**src/rtl/quad_encoder_decoder.sv**
```systemverilog
// Quadrature encoder decoder: 2-flop synchronizer, deglitch filter, Gray decode and signed position.
// Define ENC_PERIOD_EN to add measurement of the clk cycles between counted events.
module quad_encoder_decoder #(
  parameter int POS_WIDTH = 32,
  parameter int PER_WIDTH = 16
) (
  input  logic                        clk,
  input  logic                        rst,
  input  logic                        en,
  input  logic [3:0]                  deglitch_div,
  input  logic [1:0]                  enc,
  input  logic                        pos_set,
  input  logic [POS_WIDTH-1:0]        pos_set_val,
  output logic signed [POS_WIDTH-1:0] position,
  output logic                        inc,
  output logic                        dec,
  output logic                        err,
  output logic [PER_WIDTH-1:0]        period,
  output logic                        period_valid
);

  typedef enum logic {INIT, RUN} state_t;

  localparam logic [POS_WIDTH-1:0] POS_ONE = 1;

  state_t               state;
  logic [1:0]           sync1, sync2, cand, filt, bin_prev, bin_new, step;
  logic [3:0]           cnt;
  logic                 cnt_done, filt_upd;
  logic [POS_WIDTH-1:0] pos_q;

  function automatic logic [1:0] gray2bin(input logic [1:0] g);
    return {g[1], g[1] ^ g[0]};
  endfunction

  always_comb begin
    cnt_done = (cnt == deglitch_div);
    bin_new  = gray2bin(filt);
    step     = bin_new - bin_prev;
  end

  // filt_upd marks a fresh filt value; the event it implies is decoded and
  // registered one edge later, with en sampled on that same edge.
  always_ff @(posedge clk) begin
    if (rst) begin
      sync1    <= 2'b00;
      sync2    <= 2'b00;
      cand     <= 2'b00;
      cnt      <= 4'd0;
      filt     <= 2'b00;
      bin_prev <= 2'b00;
      filt_upd <= 1'b0;
      state    <= INIT;
      inc      <= 1'b0;
      dec      <= 1'b0;
      err      <= 1'b0;
      pos_q    <= '0;
    end else begin
      sync1    <= enc;
      sync2    <= sync1;
      filt_upd <= 1'b0;

      if (sync2 != cand) begin
        cand <= sync2;
        cnt  <= 4'd0;
      end else if (state == INIT && cnt_done) begin
        filt     <= cand;
        bin_prev <= gray2bin(cand);
        state    <= RUN;
      end else if (state == RUN && cand != filt && cnt_done) begin
        filt     <= cand;
        filt_upd <= 1'b1;
      end else begin
        cnt <= (cnt < deglitch_div) ? cnt + 4'd1 : deglitch_div;
      end

      inc <= 1'b0;
      dec <= 1'b0;
      err <= 1'b0;
      if (filt_upd) begin
        bin_prev <= bin_new;
        if (en) begin
          inc <= (step == 2'd1);
          dec <= (step == 2'd3);
          err <= (step == 2'd2);
        end
      end

      // A load wins over a simultaneous count; the pulse above is still emitted.
      if (pos_set)
        pos_q <= pos_set_val;
      else if (filt_upd && en && step == 2'd1)
        pos_q <= pos_q + POS_ONE;
      else if (filt_upd && en && step == 2'd3)
        pos_q <= pos_q - POS_ONE;
    end
  end

  assign position = pos_q;

`ifdef ENC_PERIOD_EN
  localparam logic [PER_WIDTH-1:0] PER_ONE = 1;

  logic [PER_WIDTH-1:0] per_cnt;
  logic                 count_ev;

  assign count_ev = filt_upd && en && (step == 2'd1 || step == 2'd3);

  // Free-running cycle counter, restarted at 1 on every counted event.
  always_ff @(posedge clk) begin
    if (rst) begin
      per_cnt      <= '0;
      period       <= '0;
      period_valid <= 1'b0;
    end else begin
      period_valid <= count_ev;
      if (count_ev) begin
        period  <= per_cnt;
        per_cnt <= PER_ONE;
      end else if (state == RUN && per_cnt != '1) begin
        per_cnt <= per_cnt + PER_ONE;
      end
    end
  end
`else
  assign period       = '0;
  assign period_valid = 1'b0;
`endif

endmodule

```
**config.mk**
```make
export PLATFORM = sky130hd
export DESIGN_NAME = quad_encoder_decoder
export DESIGN_NICKNAME = d
export VERILOG_FILES = /design/src/rtl/quad_encoder_decoder.sv
export SDC_FILE = /design/constraint.sdc
export NUM_CORES = 1
export LEC_CHECK = 0
export CAP_MARGIN = 0
export CORE_AREA = 2 2 96 98
export DETAILED_ROUTE_END_ITERATION = 10
export DIE_AREA = 0 0 98 100
export GPL_TIMING_DRIVEN = 0
export PLACE_DENSITY = 0.77
export SLEW_MARGIN = 20
export SYNTH_ARGS = -nofsm -noshare
export SYNTH_HDL_FRONTEND = slang
export SYNTH_SLANG_ARGS = --single-unit
```
**constraint.sdc**
```tcl
create_clock -name clk -period 7.9 [get_ports clk]
set_input_delay 0.79 -clock clk [delete_from_list [all_inputs] [get_ports clk]]
set_output_delay 0.79 -clock clk [all_outputs]
set_load 0.005 [all_outputs]
```
---- After elaboration in Yosys (flattened, before gate mapping) ----
Cells that the tools add are included.
operators by class
  reduce and logical (&&, ||, !) cells .... 16
  muxes and demuxes ....................... 10
  add/sub/neg operators ................... 4
  magnitude comparators ................... 1
  bitwise logic cells ..................... 8
  equal/unequal tests ..................... 7
operator list
  kind                                                                    number
  32-bit 2-to-1 mux                                                       3
  32-bit by 1-bit adder with 32-bit output (second input constant)        1
  32-bit by 1-bit subtractor with 32-bit output (second input constant)   1
  2-bit 2-to-1 mux                                                        5
  2-bit AND reduction                                                     4
  1-bit logical AND                                                       6
  1-bit inverter                                                          6
  3-bit OR reduction                                                      2
  4-bit by 1-bit adder with 4-bit output (second input constant)          1
  2-bit equality test (second input constant)                             2
  4-bit equality test                                                     1
  4-bit < comparator                                                      1
  4-bit 2-to-1 mux                                                        1
  2-bit inequality test                                                   2
  2-bit nonzero test                                                      2
  3-bit nonzero test                                                      1
  2-bit by 1-bit equality test with 1-bit output (second input constant)  1
  2-bit inequality test (second input constant)                           1
  2-bit OR reduction                                                      1
  2-bit subtractor                                                        1
  1-bit XOR                                                               2
  1-bit 2-to-1 mux                                                        1
storage, ports and cells
  word-level logic and storage cells ...... 58
  register bits ........................... 51

---- Logic depth before layout (Yosys ltp) ----
Gate-level depths: netlist of the first run.
  depth after elaboration ................. 7
  gate-level depth with buffers ........... 16
  depth with buffers taken out ............ 15

---- Worst setup path after synthesis of the first run ----
No wires, ideal clock.
  kind .................................... register -> register
  start ................................... reg filt[1]
  end ..................................... reg pos_q[27] (netlist: position[27])
  arrival time ............................ 4.164 ns
  data required time ...................... 7.768 ns
  setup time .............................. 0.132 ns
  slack ................................... 3.604 ns
  cell stages (with the launch flop) ...... 16
  cell sequence ........................... dfxtp_1 clkbuf_1 xnor2_1 ha_1 nor2_1 clkbuf_1 nand2_1 ha_1 a21oi_1 a211oi_4 o2111ai_1 a2111oi_0 o21bai_1 and3_1 o21ai_0 a21oi_1
between the ends
  cells in the longest elaborated chain, start to end .. 6
  elaborated cells on any way between the ends .. 9
  those cells by class .................... add/sub: 1; eq/ne: 2; mux: 2; bitwise: 1; reduce/logical: 3
RTL lines
  item                                            line  RTL
  from (decl)                                     27    logic [1:0] sync1, sync2, cand, filt, bin_prev, bin_new, step;
  from (signal assigned)                          67    filt <= cand;
  from (signal assigned)                          71    filt <= cand;
  1-bit XOR                                       33    return {g[1], g[1] ^ g[0]};
  2-bit subtractor *                              39    step = bin_new - bin_prev;
  2-bit by 1-bit equality test with 1-bit output  92    else if (filt_upd && en && step == 2'd1)
  1-bit logical AND                               92
  32-bit 2-to-1 mux                               92
  32-bit 2-to-1 mux                               90    if (pos_set)
  to (signal assigned)                            91    pos_q <= pos_set_val;
  to (signal assigned)                            93    pos_q <= pos_q + POS_ONE;
  to (signal assigned)                            95    pos_q <= pos_q - POS_ONE;
  to (decl)                                       30    logic [POS_WIDTH-1:0] pos_q;
Mark *: on every way between the ends. The rest lies on a longest branch, timed or not.
A chain may end at the register's enable or synchronous reset.

---- Worst setup path in the final report of the first run ----
Ends and elaborated chain as after synthesis.

==> flow_results.org, run 1 <==
** Timing
- Setup skew after layout :: 0.0102 ns
- Worst-margin pin slew :: 0.798 ns
- Final hold violation count :: 0
- Fmax :: 180 MHz
- Setup violation total in the final timing report :: 0
- Final slew viol count :: 0
- Aggregate negative setup slack :: 0 ns
- The clock period could shrink to 5.57 ns.
- Post-route fraction of the period consumed by the critical path :: 0.705
- Worst rel slew slack :: 0.466
- PnR worst setup slack :: 2.33 ns
- Worst hold slack :: 0.455 ns
- Setup repair after global routing missed its margin :: false

** Detailed routing
- After detailed routing, the total wire length is 12400 um.
- DRC Markers :: 0
- In this run the remaining antenna-violating nets after routing total 0.
- The first routing iteration left 190 violations.
- Number of iterations in the first detailed-routing pass :: 4
- After detailed routing, the average wire length per cell comes to 16.2 um.
- Total number of vias :: 4381
- Via/cell ratio :: 5.72

** Logic synthesis
- Ranked by total cell area, the synthesized netlist is headed by sky130_fd_sc_hd__dfxtp_1 24%, sky130_fd_sc_hd__ha_1 11%, sky130_fd_sc_hd__a21oi_1 7.7%, sky130_fd_sc_hd__nand2_1 6.0%, sky130_fd_sc_hd__nor2_1 4.3%.
- The synthesized netlist contains 66 unique library cells.
- Most numerous cell in the Yosys netlist :: sky130_fd_sc_hd__nand2_1
- The synthesized design spends more area on one cell type than any other, namely sky130_fd_sc_hd__dfxtp_1.
- The share of the Yosys chip area taken by registers is 0.239.
- Ranked by instance count, the synthesized netlist is headed by 68 x sky130_fd_sc_hd__nand2_1, 66 x sky130_fd_sc_hd__a21oi_1, 51 x sky130_fd_sc_hd__dfxtp_1.
- For this run, the number of Yosys warnings is 0.
- Instance count of the mapped netlist :: 556
- Share of the synthesized area in the top cell type :: 0.239
- After synthesis the netlist holds a flip-flop and latch count of 51.
- The synthesized design contains 0 enable-type register cells.
- Among all flip-flop cells after synthesis, the most frequent one is sky130_fd_sc_hd__dfxtp_1.
- After synthesis, the share of flip-flops with an asynchronous set or reset is 0.
- The mapped netlist covers 4280 um^2.
- Synthesized area per cell :: 7.70 um^2

** Setup path
- Counting cells, the worst reg-to-reg path comes to 15.
- Critical Path Start Type :: register
- Worst flop-to-flop path endpoint :: position[27]
- The most critical setup path has its endpoint at position[27].
- Top fanout value on the critical path :: 35
- The critical path starts at filt[1].
- Crit Path Category :: register to register
- Crit path required time :: 8.07 ns
- The setup check on the worst reg-to-reg path leaves a slack of 2.33 ns.
- The worst register-to-register path begins at filt[1].
- Arrival time reported for the critical path endpoint :: 5.74 ns
- The worst setup path is captured at a register.

** Layout
- With fillers left out, the area of the finished cells amounts to 5330 um^2.
- Non-filler cells, final :: 766
- For this run, the post-layout net count is 736.
- Of the cells placed in the final design, the portion with a size suffix greater than 1 is 0.0855.
- The layout has 830 filler cells.
- Layout overhead on the synthesized area :: 24.4%
- 0 antenna diodes ended up in the layout.
- Fraction of the core area covered by cells at the end of the flow :: 0.599

** Die
- From bottom edge to top edge, the die measures 100 um.
- The die is 98 um wide.
- The initial utilization of the core area, before any placement, comes to 0.481.
- Site row count :: 35
- I/O pin count :: 94
- The floorplan step defined a die boundary enclosing 9800 um^2.
- The floorplan step defined a core boundary enclosing 8890 um^2.

** Power and ir drop
- Summed over all nets, the switching power comes to 263 uW.
- Sw frac :: 0.359
- The completed layout was analyzed and its total power is 733 uW.
- Internal power :: 470 uW
- Sequential group share of total power :: 0.389
- Ratio of total power to cell area :: 138 nW/um^2
- Of the total power, the clock network draws 0.230.
- Of the total power, combinational logic draws 0.382.
- For this design the static power due to leakage is 2.22 nW.
- Largest voltage drop on the vdd net :: 0.0000875 V

** CTS
- Post-CTS clock slew at the launch and capture registers of the worst setup and hold paths :: 0.11 ns
- The H-tree generated during clock tree synthesis spans 2 levels.
- CTS buffer count :: 5
- Library cell used as clock root buffer :: sky130_fd_sc_hd__clkbuf_8
- Clock tree synthesis found a total of 51 sinks.
- Post-CTS setup buffer count :: 0
- At the later pin of the worst-skew pair, clock insertion delay measures 0.32 ns.
- CTS resizes :: 0
- Number of hold buffers added after cts :: 0
- CTS tree :: built
- Clock tree buffer depth :: 2

** Run
- Max-cap violations in this run came to 0.

** GRT
- Largest net degree at the start of global routing :: 36
- Antenna violations before repair :: 0
- Overflow left after global routing :: 0
- The first global-routing pass estimated 20000 um of wire.
- The via count of the first global-routing pass is 4092.
- For this run, the total global-route usage over all layers was measured as 0.248.

** Placement
- Once placement finished, the instance area stood at 5230 um^2.
- Detailed placement ended at an HPWL of 9300 um.
- Setup WS pre-CTS :: 2.21 ns
- Routability-driven placement finished with a final weighted congestion of 0.958.
- Buffers placed on the I/O ports in this run total 75.
- Placed Cells incl. Taps :: 758

** Outcome
- Outcome :: completed

** Hold path
- Min-delay worst type :: register to register
- Hold Path Depth :: 1
-- how the worst min path moves through the flow --
stage / start / endpoint
after floorplan: sync1[0] / sync2[0]
after global placement: sync1[0] / sync2[0]
after detailed placement: sync1[0] / sync2[0]
after CTS: sync1[0] / sync2[0]
after global routing: sync1[1] / sync2[1]
final: sync1[0] / sync2[0]
-- worst max-delay path: stages, from the launching register on --
cell and delay (ns):
sky130_fd_sc_hd__dfxtp_1 0.32, sky130_fd_sc_hd__clkbuf_1 0.24, sky130_fd_sc_hd__xnor2_1 0.19, sky130_fd_sc_hd__ha_1 0.29
sky130_fd_sc_hd__nor2_1 0.54, sky130_fd_sc_hd__clkbuf_1 0.54, sky130_fd_sc_hd__nand2_2 0.65, sky130_fd_sc_hd__ha_1 0.58
sky130_fd_sc_hd__nand3_1 0.16, sky130_fd_sc_hd__a211oi_4 0.29, sky130_fd_sc_hd__o2111ai_1 0.22, sky130_fd_sc_hd__a2111oi_0 0.65
sky130_fd_sc_hd__o21bai_1 0.25, sky130_fd_sc_hd__and3_1 0.23, sky130_fd_sc_hd__o21ai_0 0.16, sky130_fd_sc_hd__a21oi_1 0.09
-- layout make-up --
type	count	area, um^2	area share
Multi-Input combinational cell	455	2930	0.550
Sequential cell	51	1020	0.192
Timing Repair Buffer	75	751	0.141
Buffer	43	308	0.0578
Tap cell	111	139	0.0261
Inverter	23	86.3	0.0162
Clock buffer	5	68.8	0.0129
Clock inverter	3	25.0	0.00470
-- per-layer routing --
metal  vias up  wire length [um]  global-route usage
met5         -                 0                   0
met4         0               335              0.0748
met3        27               760              0.0397
met2       134              5700               0.407
met1      2068              5630               0.337
li1       2152                 -                   -
-- cells by family (layout without fill, tap and decap cells) --
| group | after synthesis | count (layout) | synth area share |
|---|---|---|---|
| AO/OA/AOI/OAI | 178 | 178 | 0.276 |
| XOR/XNOR | 31 | 31 | 0.0634 |
| adder cells (fa/ha/maj) | 40 | 40 | 0.119 |
| buffers and inverters | 66 | 149 | 0.0921 |
| flip-flops | 51 | 51 | 0.239 |
| multiplexers | 4 | 4 | 0.00935 |
| other | 1 | 17 | 0.000876 |
| AND/OR/NAND/NOR | 185 | 185 | 0.201 |
-- power by group through the flow --
stage,Clock [mW],Combinational (mW),Sequential (mW)
after floorplan,0,0.191,0.288
after global placement,0,0.270,0.290
after detailed placement,0,0.273,0.290
after CTS,0.172,0.276,0.284
after global routing,0.180,0.310,0.287
final,0.168,0.280,0.285
-- flip-flops by register name, indices dropped and copies added, names as in the netlist --
| signal | cells |
|---|---|
| position | 32 |
| cnt | 4 |
| err | 1 |
| sync1 | 2 |
| state | 1 |
| sync2 | 2 |
| bin_prev | 2 |
| inc | 1 |
| filt_upd | 1 |
| dec | 1 |
| cand | 2 |
| filt | 2 |
-- layout by cell type, fill, tap and decap left out, types with 3 or more instances in the layout --
cell	count
sky130_fd_sc_hd__a21oi_1	66
sky130_fd_sc_hd__or3_1	4
sky130_fd_sc_hd__and2_1	3
sky130_fd_sc_hd__o31ai_1	3
sky130_fd_sc_hd__a311oi_1	5
sky130_fd_sc_hd__xnor2_1	16
sky130_fd_sc_hd__conb_1	17
sky130_fd_sc_hd__inv_1	23
sky130_fd_sc_hd__a221oi_1	9
sky130_fd_sc_hd__a2111oi_0	4
sky130_fd_sc_hd__buf_4	18
sky130_fd_sc_hd__mux2i_1	4
sky130_fd_sc_hd__o21bai_1	9
sky130_fd_sc_hd__dfxtp_1	51
sky130_fd_sc_hd__nor2_1	49
sky130_fd_sc_hd__clkbuf_8	12
sky130_fd_sc_hd__clkdlybuf4s50_1	75
sky130_fd_sc_hd__nand2_1	67
sky130_fd_sc_hd__o211ai_1	3
sky130_fd_sc_hd__clkbuf_1	15
sky130_fd_sc_hd__nor2b_1	10
sky130_fd_sc_hd__ha_1	39
sky130_fd_sc_hd__a31oi_1	8
sky130_fd_sc_hd__nand3_1	9
sky130_fd_sc_hd__nand2b_1	5
sky130_fd_sc_hd__xor2_1	15
sky130_fd_sc_hd__nand4_1	8
sky130_fd_sc_hd__nor4_1	3
sky130_fd_sc_hd__a211oi_1	4
sky130_fd_sc_hd__a21o_1	8
sky130_fd_sc_hd__and3_1	6
sky130_fd_sc_hd__o21a_1	6
sky130_fd_sc_hd__o21ai_0	29
sky130_fd_sc_hd__nor3_1	8
No activity file was read; power rests on OpenSTA's default activity.
==> inputs of run 2 (changes only) <==
==> constraint.sdc (replaced) <==
create_clock -name clk -period 5.83 [get_ports clk]
set_input_delay 0.583 -clock clk [delete_from_list [all_inputs] [get_ports clk]]
set_output_delay 0.583 -clock clk [all_outputs]
set_load 0.005 [all_outputs]
==> run 2 against run 1 <==
Against the previous run: worst setup slack got worse by 1.9 ns; utilization rose by 0.056 points; sequential power rose by 35%; count of clock-buffer cells in the layout did not move; clock skew rose by 0.0030 ns; register-to-register slack got worse by 1.9 ns; final area barely moved; sequential share of layout area barely moved; clock power rose by 36%; combinational power rose by 35%; via count barely moved; highest routed layer unchanged.
==> flow_results.org, run 2 (synthesis results as in run 1) <==
** Timing
- Final slew viol count :: 0
- Setup skew after layout :: 0.0132 ns
- The routed design could run at a clock period as short as 5.35 ns.
- At the pin with the least slew margin, the transition time is 0.752 ns.
- In this run the tightest slew margin relative to its limit is 0.498.
- PnR worst setup slack :: 0.481 ns
- The final hold violation count is 0.
- Aggregate negative setup slack :: 0 ns
- Post-route fraction of the period consumed by the critical path :: 0.918
- Worst hold slack :: 0.456 ns
- Setup repair after global routing left no endpoint under its margin.
- Based on the critical path, the design can be clocked at up to 187 MHz.
- Setup violations remaining at the end of the flow were counted as 0.

** Detailed routing
- In the routed design, unresolved DRC markers number 0.
- Wirelength per Cell :: 16.2 um
- The routed layout has 4383 vias.
- Remaining antenna violation count after routing :: 0
- Using the TritonRoute via totals, the vias-per-cell ratio works out to 5.72.
- Number of iterations in the first detailed-routing pass :: 4
- Post-Route WL :: 12400 um
- Iter 0 DRT Violations :: 198

** Placement
- Placed wire-length estimate after detailed placement :: 9300 um
- Final GP Congestion :: 0.958
- OpenSTA, run right after detailed placement, puts the worst setup slack at 0.350 ns.
- Placed cell area :: 5230 um^2
- Buffers added on ports :: 75
- Once placement completed, the tool counted placed cells totaling 758.

** Die
- 94 I/O pins were placed.
- The initialized floorplan defines 35 standard-cell rows.
- Floorplan die area :: 9800 um^2
- The initial utilization of the core area, before any placement, comes to 0.481.
- Die X :: 98 um
- Area of the placeable core :: 8890 um^2
- Measured along the y axis, the die boundary spans 100 um.

** Power and ir drop
- Sw frac :: 0.359
- Of the total power, registers draw 0.389.
- Of the total power, combinational logic draws 0.382.
- VDD sags by at most 0.000121 V.
- Net Switching :: 357 uW
- Internal power comes to 636 uW.
- Overall power consumption after layout is estimated at 993 uW.
- Lkg Pwr :: 2.22 nW
- Of the total power, the clock network draws 0.230.
- For this design the ratio of total power to cell area is 186 nW/um^2.

** Layout
- The area growth from synthesis to layout is 24.6%.
- The register with the most flip-flops in the layout has 32 of them.
- Fraction of layout instances using a drive strength above 1 :: 0.0855
- Number of fill cells in the layout :: 829
- Total number of nets in the final design :: 736
- Most frequent standard cell in the layout excluding fill and tap cells :: sky130_fd_sc_hd__clkdlybuf4s50_1
- Cell area after layout :: 5330 um^2
- Leaving out filler cells and counting taps, the final layout contains 766.
- Fraction of the core area covered by cells at the end of the flow :: 0.600
- The repair_antennas step left the layout with diodes totalling 0.
- Most frequent cells in the layout :: 75 x sky130_fd_sc_hd__clkdlybuf4s50_1, 67 x sky130_fd_sc_hd__nand2_1, 66 x sky130_fd_sc_hd__a21oi_1

** GRT
- Largest net degree at the start of global routing :: 36
- Antenna violations before repair :: 0
- The via count of the first global-routing pass is 4092.
- Summed over all layers, the global routing overflow is 0.
- In the global route stage, overall resource usage came out at 0.248.
- First-pass GRT wire length :: 20000 um

** CTS
- Clock tree buffer depth :: 2
- Sink Count :: 51
- After clock tree synthesis, the clock-pin slew on the worst setup and hold paths is 0.12 ns.
- The cell sitting at the root of the clock tree is a sky130_fd_sc_hd__clkbuf_8.
- CTS built an H-tree with a depth of 2.
- TritonCTS built the clock tree.
- Counting the buffers created by CTS gives 5.
- Clock latency on the worst-skew pair, taken at its later pin, is 0.32 ns.
- Number of hold buffers added after cts :: 0

** Setup path
- On the worst path, the slowest cell contributes a delay of 0.67 ns.
- Sort of element at the end of the critical path :: register
- Critical Path Start Type :: register
- The worst setup path is of the register to register kind.
- Cells along the critical path :: clkbuf_1 -> xnor2_1 -> ha_1 -> nor2_1 -> clkbuf_1 -> nand2_4 -> ha_1 -> a21oi_1 -> a211oi_4 -> o2111ai_1 -> a2111oi_0 -> o21bai_1 -> and3_1 -> o21ai_0 -> a21oi_1
- Crit path required time :: 6.00 ns
- Slowest cell on the critical path :: sky130_fd_sc_hd__a2111oi_0
- STA puts the critical path data arrival time at 5.52 ns.
- Of all nets on the critical path, the largest fanout is 35.

** Outcome
- Outcome :: completed

** Run
- Across the run, the number of max-cap violations was 0.

** Hold path
- Min-delay worst type :: register to register
[run 2: area by class of cell]
cell class / instances / area (um^2) / area share
multi-input cells: 455 / 2930 / 0.550
clock inverters: 3 / 25.0 / 0.00469
well taps: 111 / 139 / 0.0261
plain buffers: 43 / 308 / 0.0577
inverters: 23 / 86.3 / 0.0162
repair buffers: 75 / 751 / 0.141
flip-flops and latches: 51 / 1020 / 0.192
clock buffers: 5 / 68.8 / 0.0129
[run 2: final timing paths]
kind / from / end / slack, ns / depth (start not counted)
max: filt[1] / position[27] / 0.48 / 15
max reg2reg: filt[1] / position[27] / 0.48 / 15
min: sync1[0] / sync2[0] / 0.46 / 1
min reg2reg: sync1[0] / sync2[0] / 0.46 / 1
[run 2: what timing repair did]
action | CTS | global route
buffers inserted | 0 | 0
gates resized for setup | 0 | 1
setup endpoints to repair | 0 | 2
[run 2: routing by layer]
| layer | GRT usage | up-vias | routed length (um) |
|---|---|---|---|
| li1 | - | 2155 | - |
| met1 | 0.337 | 2061 | 5600 |
| met2 | 0.407 | 142 | 5770 |
| met3 | 0.0397 | 25 | 779 |
| met4 | 0.0748 | 0 | 291 |
| met5 | 0 | - | 0 |
[run 2: power groups by stage]
stage	logic, mW	registers, mW	clock network (mW)
after floorplan	0.259	0.390	0
after global placement	0.365	0.393	0
after detailed placement	0.370	0.393	0
after CTS	0.374	0.385	0.233
after global routing	0.420	0.388	0.244
final	0.379	0.386	0.228
[run 2: critical path: cells and delay by family (launching register included)]
kind,cells,cell delay (ns)
buffers and inverters,2,0.80
DFF,1,0.32
and+or+nand+nor,3,1.23
AOI/OAI and AO/OA,7,1.85
xor gates and xnor gates,1,0.19
adders and majority gates,2,0.78
